## config.mk

```make
export PLATFORM = sky130hd
export DESIGN_NAME = fetch_predict_unit
export DESIGN_NICKNAME = d
export VERILOG_FILES = /design/src/rtl/fetch_predict_unit_pkg.sv /design/src/rtl/fetch_predict_unit_btb_table.sv /design/src/rtl/fetch_predict_unit.sv
export SDC_FILE = /design/constraint.sdc
export NUM_CORES = 1
export LEC_CHECK = 0
export BUFFER_PORTS_ARGS = -buffer_cell sky130_fd_sc_hd__clkbuf_2
export CAP_MARGIN = 20
export CORE_MARGIN = 3
export CORE_UTILIZATION = 60
export CTS_CLUSTER_DIAMETER = 200
export CTS_CLUSTER_SIZE = 8
export DETAILED_ROUTE_END_ITERATION = 8
export PLACE_DENSITY = 0.75
export SETUP_SLACK_MARGIN = 0.4
export SLEW_MARGIN = 20
export SYNTH_ARGS = -nofsm -noshare
export SYNTH_HDL_FRONTEND = slang
export SYNTH_SLANG_ARGS = --single-unit
```

## constraint.sdc

```tcl
create_clock -name Clk -period 14.5 [get_ports Clk]
set_input_delay 2.175 -clock Clk [delete_from_list [all_inputs] [get_ports Clk]]
set_output_delay 2.175 -clock Clk [all_outputs]
set_load 0.03 [all_outputs]
```

## src/rtl/fetch_predict_unit_pkg.sv

```systemverilog
// Shared definitions for the fetch/predict slice: counter encodings, defaults
// and BTB geometry helpers.
package fetch_predict_unit_pkg;

  localparam int          DEFAULT_XLEN     = 32;
  localparam logic [31:0] DEFAULT_RESET_PC = 32'h0000_0000;

  localparam logic [1:0] SNT = 2'b00;
  localparam logic [1:0] WNT = 2'b01;
  localparam logic [1:0] WT  = 2'b10;
  localparam logic [1:0] ST  = 2'b11;

  function automatic int idxWidth(input int entries);
    return $clog2(entries);
  endfunction

  function automatic int tagWidth(input int xlen, input int entries);
    return xlen - $clog2(entries) - 2;
  endfunction

  // Two-bit saturating step toward the resolved direction.
  function automatic logic [1:0] ctrNext(input logic [1:0] ctr, input logic taken);
    logic [1:0] res;
    if (taken) begin
      if (ctr == ST) res = ST;
      else           res = ctr + 2'd1;
    end else begin
      if (ctr == SNT) res = SNT;
      else            res = ctr - 2'd1;
    end
    return res;
  endfunction

endpackage

```

## src/rtl/fetch_predict_unit_btb_table.sv

```systemverilog
// Direct-mapped BTB storage: one combinational read port and one synchronous
// read-modify-write training port.
import fetch_predict_unit_pkg::*;

module btb_table #(
  parameter int DEPTH = 16,
  parameter int IW    = 4,
  parameter int TW    = 26,
  parameter int XLEN  = 32
) (
  input  logic            Clk,
  input  logic            Reset,
  input  logic [IW-1:0]   RdIdx,
  output logic            RdValid,
  output logic [TW-1:0]   RdTag,
  output logic [XLEN-1:0] RdTarget,
  output logic [1:0]      RdCtr,
  input  logic            WrEn,
  input  logic [IW-1:0]   WrIdx,
  input  logic [TW-1:0]   WrTag,
  input  logic            WrTaken,
  input  logic [XLEN-1:0] WrTarget
);

  logic            valid_r  [DEPTH];
  logic [1:0]      ctr_r    [DEPTH];
  logic [TW-1:0]   tag_r    [DEPTH];
  logic [XLEN-1:0] target_r [DEPTH];
  logic            wrHit_s;

  // Read port returns pre-update contents; no write-through bypass.
  always_comb begin
    RdValid  = valid_r[RdIdx];
    RdTag    = tag_r[RdIdx];
    RdTarget = target_r[RdIdx];
    RdCtr    = ctr_r[RdIdx];
  end

  // Whether the training branch already owns its slot.
  always_comb begin
    wrHit_s = valid_r[WrIdx] && (tag_r[WrIdx] == WrTag);
  end

  // Valid bits and counters: cleared on reset, trained on resolve.
  always_ff @(posedge Clk) begin
    if (Reset) begin
      for (int i = 0; i < DEPTH; i++) begin
        valid_r[i] <= 1'b0;
        ctr_r[i]   <= WNT;
      end
    end else if (WrEn) begin
      if (wrHit_s) begin
        ctr_r[WrIdx] <= ctrNext(ctr_r[WrIdx], WrTaken);
      end else if (WrTaken) begin
        valid_r[WrIdx] <= 1'b1;
        ctr_r[WrIdx]   <= WT;
      end
    end
  end

  // Tag and target need no reset; a taken resolve (hit or allocate) rewrites both.
  always_ff @(posedge Clk) begin
    if (!Reset && WrEn && WrTaken) begin
      tag_r[WrIdx]    <= WrTag;
      target_r[WrIdx] <= WrTarget;
    end
  end

endmodule

```

## src/rtl/fetch_predict_unit.sv

```systemverilog
// Fetch PC register with BTB-driven next-PC selection and branch statistics.
import fetch_predict_unit_pkg::*;

module fetch_predict_unit #(
  parameter int              XLEN        = DEFAULT_XLEN,
  parameter int              BTB_ENTRIES = 16,
  parameter logic [XLEN-1:0] RESET_PC    = XLEN'(DEFAULT_RESET_PC)
) (
  input  logic            Clk,
  input  logic            Reset,
  input  logic            StallF,
  input  logic            RedirectE,
  input  logic [XLEN-1:0] RedirectPCE,
  input  logic            UpdateE,
  input  logic [XLEN-1:0] UpdatePCE,
  input  logic            UpdateTakenE,
  input  logic [XLEN-1:0] UpdateTargetE,
  output logic [XLEN-1:0] PCF,
  output logic [XLEN-1:0] PCPlus4F,
  output logic            PredTakenF,
  output logic [XLEN-1:0] PredTargetF,
  output logic [31:0]     BranchCount,
  output logic [31:0]     MispredCount
);

  localparam int IW = idxWidth(BTB_ENTRIES);
  localparam int TW = tagWidth(XLEN, BTB_ENTRIES);

  logic [XLEN-1:0] pc_r;
  logic [31:0]     branchCount_r;
  logic [31:0]     mispredCount_r;
  logic            rdValid_s;
  logic [TW-1:0]   rdTag_s;
  logic [XLEN-1:0] rdTarget_s;
  logic [1:0]      rdCtr_s;
  logic            predTaken_s;
  logic [XLEN-1:0] pcPlus4_s;
  logic [XLEN-1:0] predTarget_s;

  btb_table #(
    .DEPTH (BTB_ENTRIES),
    .IW    (IW),
    .TW    (TW),
    .XLEN  (XLEN)
  ) uBtb (
    .Clk      (Clk),
    .Reset    (Reset),
    .RdIdx    (pc_r[IW+1:2]),
    .RdValid  (rdValid_s),
    .RdTag    (rdTag_s),
    .RdTarget (rdTarget_s),
    .RdCtr    (rdCtr_s),
    .WrEn     (UpdateE),
    .WrIdx    (UpdatePCE[IW+1:2]),
    .WrTag    (UpdatePCE[XLEN-1:IW+2]),
    .WrTaken  (UpdateTakenE),
    .WrTarget (UpdateTargetE)
  );

  // Lookup on the current fetch PC; the +4 wraps naturally at the top of memory.
  always_comb begin
    pcPlus4_s   = pc_r + XLEN'(3'd4);
    predTaken_s = rdValid_s && (rdTag_s == pc_r[XLEN-1:IW+2]) && rdCtr_s[1];
    if (predTaken_s) predTarget_s = rdTarget_s;
    else             predTarget_s = pcPlus4_s;
  end

  // Fetch PC: redirect beats stall, otherwise follow the prediction.
  always_ff @(posedge Clk) begin
    if (Reset)          pc_r <= RESET_PC;
    else if (RedirectE) pc_r <= RedirectPCE;
    else if (StallF)    pc_r <= pc_r;
    else                pc_r <= predTarget_s;
  end

  // Resolved-branch and mispredict statistics, wrapping modulo 2^32.
  always_ff @(posedge Clk) begin
    if (Reset) begin
      branchCount_r  <= 32'd0;
      mispredCount_r <= 32'd0;
    end else begin
      if (UpdateE)   branchCount_r  <= branchCount_r + 32'd1;
      if (RedirectE) mispredCount_r <= mispredCount_r + 32'd1;
    end
  end

  assign PCF          = pc_r;
  assign PCPlus4F     = pcPlus4_s;
  assign PredTakenF   = predTaken_s;
  assign PredTargetF  = predTarget_s;
  assign BranchCount  = branchCount_r;
  assign MispredCount = mispredCount_r;

endmodule

```

==> flow_summary.yaml, run 1 <==
drt:
  routedWlPerCell_um: 31.7
  drcViolationCount: 0
  antenna_left: 0
  wl_um: 124000
  drt_iter0_markers: 3673
  drtPass1Iterations: 5
  vias_per_cell: 6.85
  num_vias: 26808
synthesis:
  synth_edf_count: 960
  yosys_register_bits: 1076
  synth_top_area_share_pct: 62.0
  netlist_instances: 2468
  synth_area_per_cell_um2: 18.8
  yosys.area_share.xor_xnor_pct: 2.38
  synth_fa_ha_area_share_pct: 0.124
  synth_top_family_by_area: "multiplexers"
  postSynth.asyncResetShare_pct: 0
  seq_area_frac_synth_pct: 67.0
  ys_types: 62
  synth_area_um2: 46500
  synthTopCellsByArea: "edfxtp_1 (62%), mux4_2 (19%), dfxtp_1 (5.0%)"
  yosys_most_used_dff: "edfxtp_1"
  synth-simple-area-share_pct: 4.28
  synthMuxAreaShare_pct: 21.5
  synth_compound_area_share_pct: 2.90
  yosys_warnings: 0
  synthesis.nets: 2573
  yosys.area.top_type: "edfxtp_1"
layout:
  final_layout_size_suffix_gt1_share_pct: 32.7
  final_cell_mix: "edfxtp_1 (960), mux4_2 (398), clkbuf_2 (256)"
  final_common_cell: "edfxtp_1"
  num-fill-cells: 4754
  stdcell_area_um2: 53500
  nets: 2878
  area_delta_synth_final_pct: 15.1
floorplanning:
  rows: 101
  die_h_um: 284
  initial_core_util_pct: 60.9
  ios: 263
  coreArea_um2: 76300
  die_x_um: 284
  dieArea_um2: 80800
flow_run:
  cap_violations: 0
worst_setup_path:
  crit_path_frequent_cell: "buf_4"
  crit_path_start_kind: "register"
  path_max_fanout: 44
  critPathTopFamily: "buffers and inverters"
  crit_chain: "buf_4 > buf_4 > mux4_2 > mux4_2 > xor2_1 > nor4_1 > nand4_1 > nor4_4 > buf_4 > mux2_2 > clkbuf_2"
  worst_ep_arrival_time_ns: 6.24
  cp_data_required_time_ns: 12.32
  cpPeakStageDelay_ns: 0.79
  slowest_stage: "buf_4"
  path_class: "register to primary output"
  cp-end-kind: "primary output"
  path_buf_inv: 4
sta:
  drv_slew: 0
  setup_violations: 0
  period_minus_slack_ns: 8.41
  clock_skew_ns: 0.0434
  max_freq_mhz: 119
  rsz0062_at_grt: "false"
  tightest_slew_ns: 1.14
  fin_crit_sh_pct: 58.0
  finalHoldViolCount: 0
  relSlewSlack_pct: 24.3
  setup_tns_ns: 0
  hold-worst-slack_ns: 0.493
clock_tree:
  postCtsResizedCells: 0
  clkSlewWorstSetupHoldPaths_ns: 0.05
  cts_tree: "yes"
  clk_latency_ns: 0.74
  clock-root-buffer: "clkbuf_16"
  htree_num_levels: 4
  clock_path_buffers: 3
  cts_setup_buffers: 0
  cts_made_buffers: 152
  cts.sinks: 1076
  cts_hold_buf: 0
outcome:
  status: "completed"
power_and_ir_drop:
  power_frac_seq_pct: 46.9
  clockPowerShare_pct: 45.5
  p_switching_mw: 1.69
  peakVddDrop_uv: 142
  p_int_mw: 5.64
  sw_frac_of_total_pct: 23.1
  leakagePower_nw: 17.7
  combPwrFrac_pct: 7.6
  power_density_nw_per_um2: 137
  power.total_mw: 7.33
placed_design:
  place_area_um2: 48900
  dp_hpwl_um: 69100
  place_congestion: 0.839
  io_buffers: 260
global_routing:
  grt_pass1_wl_um: 183000
  grt_pass1_vias: 27844
  grt_max_degree: 110
  grt_util_all_layers_pct: 31.1
  antenna_found_initial: 5
  overflow: 0
min_path:
  hold_class: "register to register"
  hold_start: "uBtb.valid_r[10]$_DFF_P_"
per-stage QoR:
step	instances	setup WS, ns	utilization (%)
after floorplan	2468	7.79	-
after global placement	3649	6.56	64.1
after detailed placement	3649	6.41	64.1
after CTS	3907	5.96	70.0
after global routing	3910	5.76	70.0
final	3914	6.09	70.1
power by group through the flow:
| stage | Clock, mW | Combinational (mW) | Sequential [mW] |
|---|---|---|---|
| after global routing | 3.51 | 0.585 | 3.44 |
| after global placement | 0 | 0.538 | 3.50 |
| final | 3.34 | 0.554 | 3.44 |
| after detailed placement | 0 | 0.549 | 3.50 |
| after CTS | 3.37 | 0.553 | 3.44 |
| after floorplan | 0 | 0.370 | 3.49 |
final cells by class:
class                      count  area (um^2)  share of cell area (%)
tap                         1030         1290                    2.41
clock inverter                14          390                   0.730
timing repair buffer         312         1720                    3.21
multi-input combinational   1206        14600                    27.4
antenna                        7         17.5                  0.0328
sequential                  1076        31200                    58.3
clock buffer                 244         4170                    7.80
inverter                      25         96.3                   0.180
per-layer routing:
| metal | global-route usage, % | routed length, um | vias to the layer above |
|---|---|---|---|
| met5 | 0 | 0 | - |
| met4 | 13.3 | 5080 | 0 |
| met3 | 7.06 | 12900 | 301 |
| met2 | 49.3 | 60800 | 1759 |
| met1 | 42.3 | 45300 | 13947 |
| li1 | - | - | 10801 |
synthesized netlist by cell type (32+ instances only):
| cell type | n |
|---|---|
| mux2i_1 | 53 |
| clkbuf_1 | 94 |
| nand2_1 | 91 |
| and3_1 | 32 |
| o21ai_0 | 35 |
| a22o_1 | 36 |
| nor2_1 | 105 |
| nand3_1 | 63 |
| edfxtp_1 | 960 |
| xnor2_1 | 51 |
| a21o_1 | 46 |
| xor2_1 | 75 |
| dfxtp_1 | 116 |
| mux4_2 | 398 |
cell families (layout without fill, tap and decap cells):
kind of cell	Yosys count	after routing
muxes	488	488
xor gates and xnor gates	126	126
and+or+nand+nor	405	405
other	0	7
adders and majority gates	5	5
AOI/OAI and AO/OA	182	182
buffers and inverters	186	595
DFF	1076	1076
worst reg2reg max path, cell delays in order (launching register included):
cell and delay (ns):
dfxtp_4 0.63, buf_4 0.69, buf_4 0.83, mux4_2 0.65, mux4_2 0.54, xor2_1 0.17, nor4_1 0.44, nand4_1 0.23
nor4_4 0.34, buf_4 0.40, mux2_2 0.41, a21o_1 0.22
path summary, 6_finish.rpt:
| path | depth (start not counted) | end | slack (ns) |
|---|---|---|---|
| max | 11 | PredTargetF[30] | 6.09 |
| min | 2 | uBtb.valid_r[10]$_DFF_P_ | 0.49 |
| max reg2reg | 11 | register | 8.80 |
| min reg2reg | 2 | uBtb.valid_r[10]$_DFF_P_ | 0.49 |
flip-flops by register name, summed over array words and instances (netlist names), named ones only:
| signal | count |
|---|---|
| PCF | 32 |
| uBtb.ctr_r | 32 |
| uBtb.target_r | 512 |
| uBtb.valid_r | 16 |
| uBtb.tag_r | 416 |
| BranchCount | 32 |
| MispredCount | 32 |
(Power assumes the default switching activity.)
==> run 2: changes to the inputs <==
Settings changed: CORE_UTILIZATION 60 to 55, PLACE_DENSITY 0.75 to 0.72.
Clock period 14.5 ns to 7.7 ns, I/O delays scaled along.
==> run 2 against run 1 <==
- clock skew is 0.0037 ns lower
- non-clock buffer count increased by 13
- critical path depth unchanged
- cell count increased by 2.0%
- global-route usage down 2.3 points
- largest power group unchanged
==> flow_summary.yaml, run 2 (synthesis results as in run 1) <==
sta:
  tightest_slew_ns: 1.15
  fin_crit_sh_pct: 84.8
  setup_violations: 0
  rsz0062_at_grt: "false"
  clock_skew_ns: 0.0397
  finalHoldViolCount: 0
  period_minus_slack_ns: 6.53
  hold-worst-slack_ns: 0.492
  max_freq_mhz: 153
  setup_ws_ns: 1.17
  relSlewSlack_pct: 23.6
  drv_slew: 0
  setup_tns_ns: 0
placed_design:
  dp_hpwl_um: 72700
  dp_cells: 3753
  post-place-ws_ns: 1.52
  io_buffers: 260
  place_area_um2: 49200
  place_congestion: 0.854
drt:
  drcViolationCount: 0
  vias_per_cell: 6.69
  routedWlPerCell_um: 31.0
  num_vias: 26700
  drtPass1Iterations: 5
  drt_iter0_markers: 3545
  antenna_left: 0
  wl_um: 124000
clock_tree:
  cts_made_buffers: 152
  clkSlewWorstSetupHoldPaths_ns: 0.05
  clk_latency_ns: 0.75
  cts_setup_buffers: 0
  cts_tree: "yes"
  postCtsResizedCells: 0
  cts_hold_buf: 0
  clock-root-buffer: "clkbuf_16"
  htree_num_levels: 4
  clock_path_buffers: 3
  cts.sinks: 1076
worst_setup_path:
  path_max_fanout: 43
  crit_path_start_kind: "register"
  cp_data_required_time_ns: 6.55
  path_class: "register to primary output"
  worst_ep_arrival_time_ns: 5.38
  cp-end-kind: "primary output"
floorplanning:
  die_h_um: 297
  dieArea_um2: 88000
  die_x_um: 297
  coreArea_um2: 82900
  rows: 105
  initial_core_util_pct: 56.0
  ios: 263
flow_run:
  cap_violations: 0
global_routing:
  overflow: 0
  grt_pass1_vias: 27034
  antenna_found_initial: 9
  grt_pass1_wl_um: 182000
  grt_util_all_layers_pct: 28.7
  grt_max_degree: 125
layout:
  final_core_util_pct: 64.8
  final_layout_size_suffix_gt1_share_pct: 33.3
  final_common_cell: "edfxtp_1"
  stdcell_area_um2: 53700
  nets: 2891
  final_cell_mix: "edfxtp_1 (960), mux4_2 (398), clkbuf_2 (256)"
  largest_reg_flops: 512
  top_regs: "uBtb.target_r (512), uBtb.tag_r (416)"
  area_delta_synth_final_pct: 15.6
  final-instance-count-excl-fill: 3994
  largest-register: "uBtb.target_r"
power_and_ir_drop:
  power_density_nw_per_um2: 256
  peakVddDrop_uv: 231
  leakagePower_nw: 17.8
  power.total_mw: 13.7
min_path:
  hold_class: "register to register"
outcome:
  status: "completed"
==> run 2: worst paths after layout <==
check | from | end | slack [ns] | cells after the start
setup reg to reg | register | register | 2.93 | 11
hold / removal | uBtb.valid_r[15]$_DFF_P_ | uBtb.valid_r[15]$_DFF_P_ | 0.49 | 2
setup / recovery | register | PredTargetF[28] | 1.17 | 11
hold reg to reg | uBtb.valid_r[15]$_DFF_P_ | uBtb.valid_r[15]$_DFF_P_ | 0.49 | 2
==> run 2: layout make-up <==
| cell class | count | area, um^2 |
|---|---|---|
| Sequential cell | 1076 | 31200 |
| Antenna cell | 5 | 12.5 |
| Clock inverter | 15 | 397 |
| Clock buffer | 219 | 4080 |
| Timing Repair Buffer | 325 | 1920 |
| Fill cell | 5387 | 29200 |
| Tap cell | 1123 | 1410 |
| Multi-Input combinational cell | 1206 | 14600 |
| Inverter | 25 | 96.3 |
==> run 2: routing by layer <==
layer | vias up | track usage (%) | share of wire (%)
li1 | 10798 | - | -
met4 | 8 | 9.41 | 2.8
met5 | - | 0 | 0.043
met3 | 254 | 6.86 | 11
met2 | 1696 | 45.8 | 49
met1 | 13944 | 39.8 | 37
==> run 2: worst max-delay path: stages (launching register included) <==
cell and delay, ns:
dfxtp_4 0.84, buf_4 0.56, mux4_2 0.41, a22o_1 0.25
a221oi_1 0.58, xnor2_1 0.14, nor4_1 0.33, nand4_1 0.22
nor4_4 0.21, buf_4 0.36, mux2_2 0.45, clkbuf_2 0.21
==> run 2: power by group <==
group / leakage [nW] / switching, mW / internal, mW
sequential: 9.58 / 0.0749 / 6.42
clock: 2.13 / 2.48 / 3.71
combinational: 6.11 / 0.588 / 0.447
